`src/rtl/cdc_result_collector.sv`:
```
// cdc_result_collector
// ---------------------------------------------------------------------------
// Purpose:
//   clk_2-domain consumer of the CDC arithmetic block's result stream.
//   Results are buffered in a small FIFO, then every WIN consecutive results
//   are reduced into one frame (unsigned sum, max, min). The frame is held
//   under a valid/ready handshake until the next stage accepts it.
//
// Ports:
//   clk_2        in   1              sole clock, rising edge
//   rst_n        in   1              synchronous active-low reset
//   in_valid     in   1              result strobe (CDC out_valid)
//   in_data      in   8              result value (CDC out)
//   frame_ready  in   1              downstream accepts the frame
//   frame_valid  out  1              frame outputs valid
//   frame_sum    out  8+log2(WIN)    unsigned sum of WIN results
//   frame_max    out  8              largest result in frame
//   frame_min    out  8              smallest result in frame
//   overflow     out  1              sticky: a result was dropped
//   fifo_level   out  log2(DEPTH)+1  registered FIFO occupancy
// ---------------------------------------------------------------------------

module cdc_result_collector #(
    parameter int WIN   = 4,
    parameter int DEPTH = 4
) (
    input  logic                      clk_2,
    input  logic                      rst_n,
    input  logic                      in_valid,
    input  logic [7:0]                in_data,
    input  logic                      frame_ready,
    output logic                      frame_valid,
    output logic [8+$clog2(WIN)-1:0]  frame_sum,
    output logic [7:0]                frame_max,
    output logic [7:0]                frame_min,
    output logic                      overflow,
    output logic [$clog2(DEPTH):0]    fifo_level
);

    localparam int SW = 8 + $clog2(WIN);
    localparam int PW = $clog2(DEPTH);
    localparam int LW = PW + 1;
    localparam int CW = $clog2(WIN) + 1;

    localparam logic [LW-1:0] LVL_FULL = LW'(DEPTH);
    localparam logic [CW-1:0] CNT_LAST = CW'(WIN - 1);

    typedef enum logic {
        S_ACC,
        S_HOLD
    } state_t;

    // -----------------------------------------------------------------------
    // State
    // -----------------------------------------------------------------------
    state_t          state_q, state_d;

    logic [7:0]      mem_q [DEPTH];
    logic [PW-1:0]   wr_ptr_q, wr_ptr_d;
    logic [PW-1:0]   rd_ptr_q, rd_ptr_d;
    logic [LW-1:0]   level_q, level_d;
    logic            ovf_q, ovf_d;

    logic [SW-1:0]   sum_q, sum_d;
    logic [7:0]      max_q, max_d;
    logic [7:0]      min_q, min_d;
    logic [CW-1:0]   cnt_q, cnt_d;

    // -----------------------------------------------------------------------
    // Control strobes
    // -----------------------------------------------------------------------
    logic            fifo_full;
    logic            fifo_empty;
    logic            push;
    logic            drop;
    logic            pop;
    logic            accept;
    logic            last_pop;
    logic [7:0]      rd_data;

    // Fullness comes from the registered level only: a pop in the same
    // cycle does not make room for an incoming result.
    assign fifo_full  = (level_q == LVL_FULL);
    assign fifo_empty = (level_q == '0);
    assign push       = in_valid && !fifo_full;
    assign drop       = in_valid && fifo_full;
    assign rd_data    = mem_q[rd_ptr_q];
    assign last_pop   = pop && (cnt_q == CNT_LAST);

    // -----------------------------------------------------------------------
    // FSM: state register
    // -----------------------------------------------------------------------
    always_ff @(posedge clk_2) begin
        if (!rst_n) begin
            state_q <= S_ACC;
        end else begin
            state_q <= state_d;
        end
    end

    // -----------------------------------------------------------------------
    // FSM: next state
    // -----------------------------------------------------------------------
    always_comb begin
        state_d = state_q;
        unique case (state_q)
            S_ACC: begin
                if (last_pop) begin
                    state_d = S_HOLD;
                end
            end
            S_HOLD: begin
                if (accept) begin
                    state_d = S_ACC;
                end
            end
            default: state_d = S_ACC;
        endcase
    end

    // -----------------------------------------------------------------------
    // FSM: outputs
    // -----------------------------------------------------------------------
    always_comb begin
        pop         = 1'b0;
        accept      = 1'b0;
        frame_valid = 1'b0;
        unique case (state_q)
            S_ACC: begin
                pop = !fifo_empty;
            end
            S_HOLD: begin
                frame_valid = 1'b1;
                accept      = frame_ready;
            end
            default: begin
                pop = 1'b0;
            end
        endcase
    end

    // -----------------------------------------------------------------------
    // FIFO storage (contents need no reset; pointers define validity)
    // -----------------------------------------------------------------------
    always_ff @(posedge clk_2) begin
        if (rst_n && push) begin
            mem_q[wr_ptr_q] <= in_data;
        end
    end

    // -----------------------------------------------------------------------
    // FIFO pointers, level and sticky overflow
    // -----------------------------------------------------------------------
    always_comb begin
        wr_ptr_d = wr_ptr_q;
        rd_ptr_d = rd_ptr_q;
        level_d  = level_q;
        ovf_d    = ovf_q;

        if (push) begin
            wr_ptr_d = wr_ptr_q + PW'(1);
        end
        if (pop) begin
            rd_ptr_d = rd_ptr_q + PW'(1);
        end

        case ({push, pop})
            2'b10:   level_d = level_q + LW'(1);
            2'b01:   level_d = level_q - LW'(1);
            default: level_d = level_q;
        endcase

        if (drop) begin
            ovf_d = 1'b1;
        end
    end

    always_ff @(posedge clk_2) begin
        if (!rst_n) begin
            wr_ptr_q <= '0;
            rd_ptr_q <= '0;
            level_q  <= '0;
            ovf_q    <= 1'b0;
        end else begin
            wr_ptr_q <= wr_ptr_d;
            rd_ptr_q <= rd_ptr_d;
            level_q  <= level_d;
            ovf_q    <= ovf_d;
        end
    end

    // -----------------------------------------------------------------------
    // Frame accumulator
    // -----------------------------------------------------------------------
    always_comb begin
        sum_d = sum_q;
        max_d = max_q;
        min_d = min_q;
        cnt_d = cnt_q;

        if (accept) begin
            sum_d = '0;
            max_d = 8'h00;
            min_d = 8'hFF;
            cnt_d = '0;
        end else if (pop) begin
            sum_d = sum_q + {{(SW-8){1'b0}}, rd_data};
            cnt_d = cnt_q + CW'(1);
            // Strict compares: equal values leave max/min untouched.
            if (rd_data > max_q) begin
                max_d = rd_data;
            end
            if (rd_data < min_q) begin
                min_d = rd_data;
            end
        end
    end

    always_ff @(posedge clk_2) begin
        if (!rst_n) begin
            sum_q <= '0;
            max_q <= 8'h00;
            min_q <= 8'hFF;
            cnt_q <= '0;
        end else begin
            sum_q <= sum_d;
            max_q <= max_d;
            min_q <= min_d;
            cnt_q <= cnt_d;
        end
    end

    // -----------------------------------------------------------------------
    // Output drive
    // -----------------------------------------------------------------------
    assign frame_sum  = sum_q;
    assign frame_max  = max_q;
    assign frame_min  = min_q;
    assign overflow   = ovf_q;
    assign fifo_level = level_q;

endmodule

```
`config.mk`:
```
export PLATFORM = sky130hd
export DESIGN_NAME = cdc_result_collector
export DESIGN_NICKNAME = d
export VERILOG_FILES = /design/src/rtl/cdc_result_collector.sv
export SDC_FILE = /design/constraint.sdc
export NUM_CORES = 1
export LEC_CHECK = 0
export BUFFER_PORTS_ARGS = -buffer_cell sky130_fd_sc_hd__buf_2
export CORE_MARGIN = 2
export CORE_UTILIZATION = 35
export CTS_CLUSTER_SIZE = 28
export DETAILED_ROUTE_END_ITERATION = 10
export MAX_ROUTING_LAYER = met4
export PLACE_DENSITY = 0.54
export SYNTH_ARGS = -nofsm -noshare
export SYNTH_HDL_FRONTEND = slang
export SYNTH_SLANG_ARGS = --single-unit
```
`constraint.sdc`:
```
create_clock -name clk_2 -period 5.7 [get_ports clk_2]
set_clock_uncertainty 0.15 [all_clocks]
set_input_delay 1.14 -clock clk_2 [delete_from_list [all_inputs] [get_ports clk_2]]
set_output_delay 1.14 -clock clk_2 [all_outputs]
set_load 0.01 [all_outputs]
```
==> results_dict.tcl <==
set metrics [dict create \
    finalHoldViolCount 0 \
    die_y_um 105 \
    initial_core_util_pct 36.3 \
    fp.coreArea_mm2 0.00982 \
    p_clk_share_pct 18.1 \
    vdd_drop_max_mv 0.159 \
    seqPwrFrac_pct 33.8 \
    rsz0062_at_grt "false" \
    syn_to_final_growth_pct 14.7 \
    synthFlopType "dfxtp_1" \
    drt_iter0_drc 79 \
    yosys-top-cells-area "edfxtp_1 (27%), dfxtp_1 (22%), ha_1 (11%)" \
    io_buffer_count 42 \
    numCtsBuffers 9 \
    gp_congestion 0.818 \
    grt_pass1_wl_um 12100 \
    min_period_ps 3440 \
    ant_nets 0 \
    comb_power_share_pct 48.2 \
    post-place-cells 489 \
    finalNonFillerCells 505 \
    grt.overflow.total 0 \
    io_pins 43 \
    critPathLaunchType "flop" \
    max_freq_mhz 291 \
    via_count 2471 \
    slew_viol_final 0 \
    p_per_area_mw_per_mm2 563 \
    seq_area_frac_synth_pct 49.4 \
    grtUsageTotal_pct 14.6 \
    grt_pass1_vias 2397 \
    arrival_ps 3560 \
    max-cap-violations 0 \
    cts.repair.resized 0 \
    intPower_mw 1.35 \
    final_cell_area_mm2 0.00409 \
    worst-setup-path-type "flop to flop" \
    avgSynthCellArea_um2 11.0 \
    ys_warn_count 0 \
    syn_nets 369 \
    core.rowCount 36 \
    status "finished, final reports clean" \
    via_per_inst 4.89 \
    period_share_pct 60.3 \
    die_w_um 105 \
    fillCellCount 1003 \
    synth_seq_cells 72 \
    synth_top_cell_area_share_pct 26.9 \
    antenna_found_initial 0 \
    clk_latency_ps 350 \
    cp_max_fo 17 \
    synth-edff-count 32 \
    tightest_slew_ps 1140 \
    switching_share_pct 41.5 \
    ctsRootBufferMaster "clkbuf_8" \
    first_pass_iters 4 \
    clk_pin_slew_ps 90 \
    cts_tree "yes" \
    ctsHoldBuffers 0 \
    cts_buffer_depth 2 \
    hold_class "flop to flop" \
    finalSetupTns_ps 0 \
    drt_wl_total_um 7400 \
    drive_gt1_share_pct 17.5 \
    leakage_nw 1.69 \
    drc_errors 0 \
    endpoint_kind "flop" \
    yosysUniqueCellTypes 46 \
    grt_max_degree 32 \
    post_cts_buffers 0 \
    p_sw_uw 957 \
    wire_per_inst_um 14.6 \
    numClockSinks 72 \
    num_antenna_cells 0 \
    critPathRequiredTime_ps 5820 \
    nets 411 \
    post-dp-hpwl_um 5200 \
    syn_inst 325 \
    place_area_mm2 0.00389 \
    slew-limit-headroom_pct 24.1 \
    setup_viol 0 \
    cts_max_level 3 \
    netlist_area_mm2 0.00357 \
    dieArea_mm2 0.0110 \
    power_mw 2.30 \
    synth_top_cell_by_area "edfxtp_1" \
    async_reset_ff_share_pct 0 \
]
-- cells in the mapped netlist, drive strengths merged (6+ instances only) --
cell,n
and2,6
nand3,6
edfxtp,32
nor2,12
nand2,48
clkbuf,9
o211ai,9
mux4,8
inv,29
a21boi,6
mux2i,8
o21ai,10
and3,7
dfxtp,40
ha,30
a21oi,14
-- worst max-delay path, cell delays in order, from the launching register on --
cell and delay [ps]:
dfxtp_1 350, or3_2 550, nand2_1 500, clkinv_1 600, ha_1 410, inv_1 70
fa_1 180, xor2_1 80, or3_1 310, a21boi_0 160
-- metrics by stage --
step                      utilization [%]  hold WS, ps  setup WS (ps)
after detailed placement             39.6          308           2290
after floorplan                         -          290           2860
final                                41.7          319           2260
after global placement               39.6          297           2340
after CTS                            41.7          319           2250
after global routing                 41.7          349           1980
-- cells by family (layout without fill, tap and decap cells) --
group | Yosys count | count (layout) | synth area share [%]
XOR/XNOR | 6 | 6 | 1.47
buffers and inverters | 41 | 88 | 4.73
AO/OA/AOI/OAI | 56 | 56 | 10.9
flip-flops | 72 | 72 | 49.4
multiplexers | 17 | 17 | 8.35
AND/OR/NAND/NOR | 101 | 101 | 13.5
adder cells (fa/ha/maj) | 32 | 32 | 11.6
-- routing by layer --
metal	global-route usage, %	up-vias	share of wire, %
met5	-	-	0
met4	2.86	0	1.1
met3	4.37	9	3.6
met2	23.9	45	49
met1	17.8	1163	47
li1	-	1254	-
-- cells in the final DEF (no fill, tap or decap), drive strengths merged, types with 2 or more instances in the layout --
cell type / instances
nand2: 48
buf: 42
dfxtp: 40
edfxtp: 32
inv: 31
ha: 30
a21oi: 14
nor2: 12
o21ai: 10
clkbuf: 9
o211ai: 9
mux2i: 8
mux4: 8
and3: 7
a21boi: 6
and2: 6
nand3: 6
nor3: 5
clkinv: 5
xnor2: 4
a211oi: 4
nand4: 3
nor2b: 3
or3: 3
a31oi: 2
o21a: 2
o31ai: 2
or4: 2
xor2: 2
a41oi: 2
nand3b: 2
fa: 2
-- final timing paths --
check                           depth (start not counted)                         end                  startpoint  slack, ps
worst min-delay path                                    2   frame_max[2]$_SDFFE_PP0P_   frame_max[2]$_SDFFE_PP0P_        320
worst max register to register                          9  fifo_level[2]$_SDFFE_PN0P_  fifo_level[2]$_SDFFE_PN0P_       2260
worst max-delay path                                    9  fifo_level[2]$_SDFFE_PN0P_  fifo_level[2]$_SDFFE_PN0P_       2260
worst min register to register                          2   frame_max[2]$_SDFFE_PP0P_   frame_max[2]$_SDFFE_PP0P_        320
-- cell type report --
| cell class | count | area [um2] | area share (%) |
|---|---|---|---|
| inverters | 30 | 113 | 2.75 |
| multi-input cells | 212 | 1640 | 40.0 |
| repair buffers | 42 | 210 | 5.14 |
| well taps | 133 | 166 | 4.07 |
| clock inverters | 7 | 78.8 | 1.93 |
| flip-flops and latches | 72 | 1760 | 43.1 |
| clock buffers | 9 | 124 | 3.03 |
-- power groups by stage --
stage	Combinational [mW]	Sequential (mW)	Clock, mW
2_1_floorplan	0.821	0.796	0
5_1_grt	1.26	0.799	0.452
3_5_place_dp	1.11	0.793	0
6_report	1.11	0.778	0.416
4_1_cts	1.12	0.782	0.431
3_3_place_gp	1.09	0.789	0
-- registers in the layout, indices dropped and copies added, names as in the netlist, named ones only --
signal,count
overflow,1
frame_min,8
rd_ptr_q,2
mem_q,32
frame_max,8
wr_ptr_q,2
frame_sum,10
state_q,1
cnt_q,3
fifo_level,3
No activity file was read; power rests on OpenSTA's default activity.
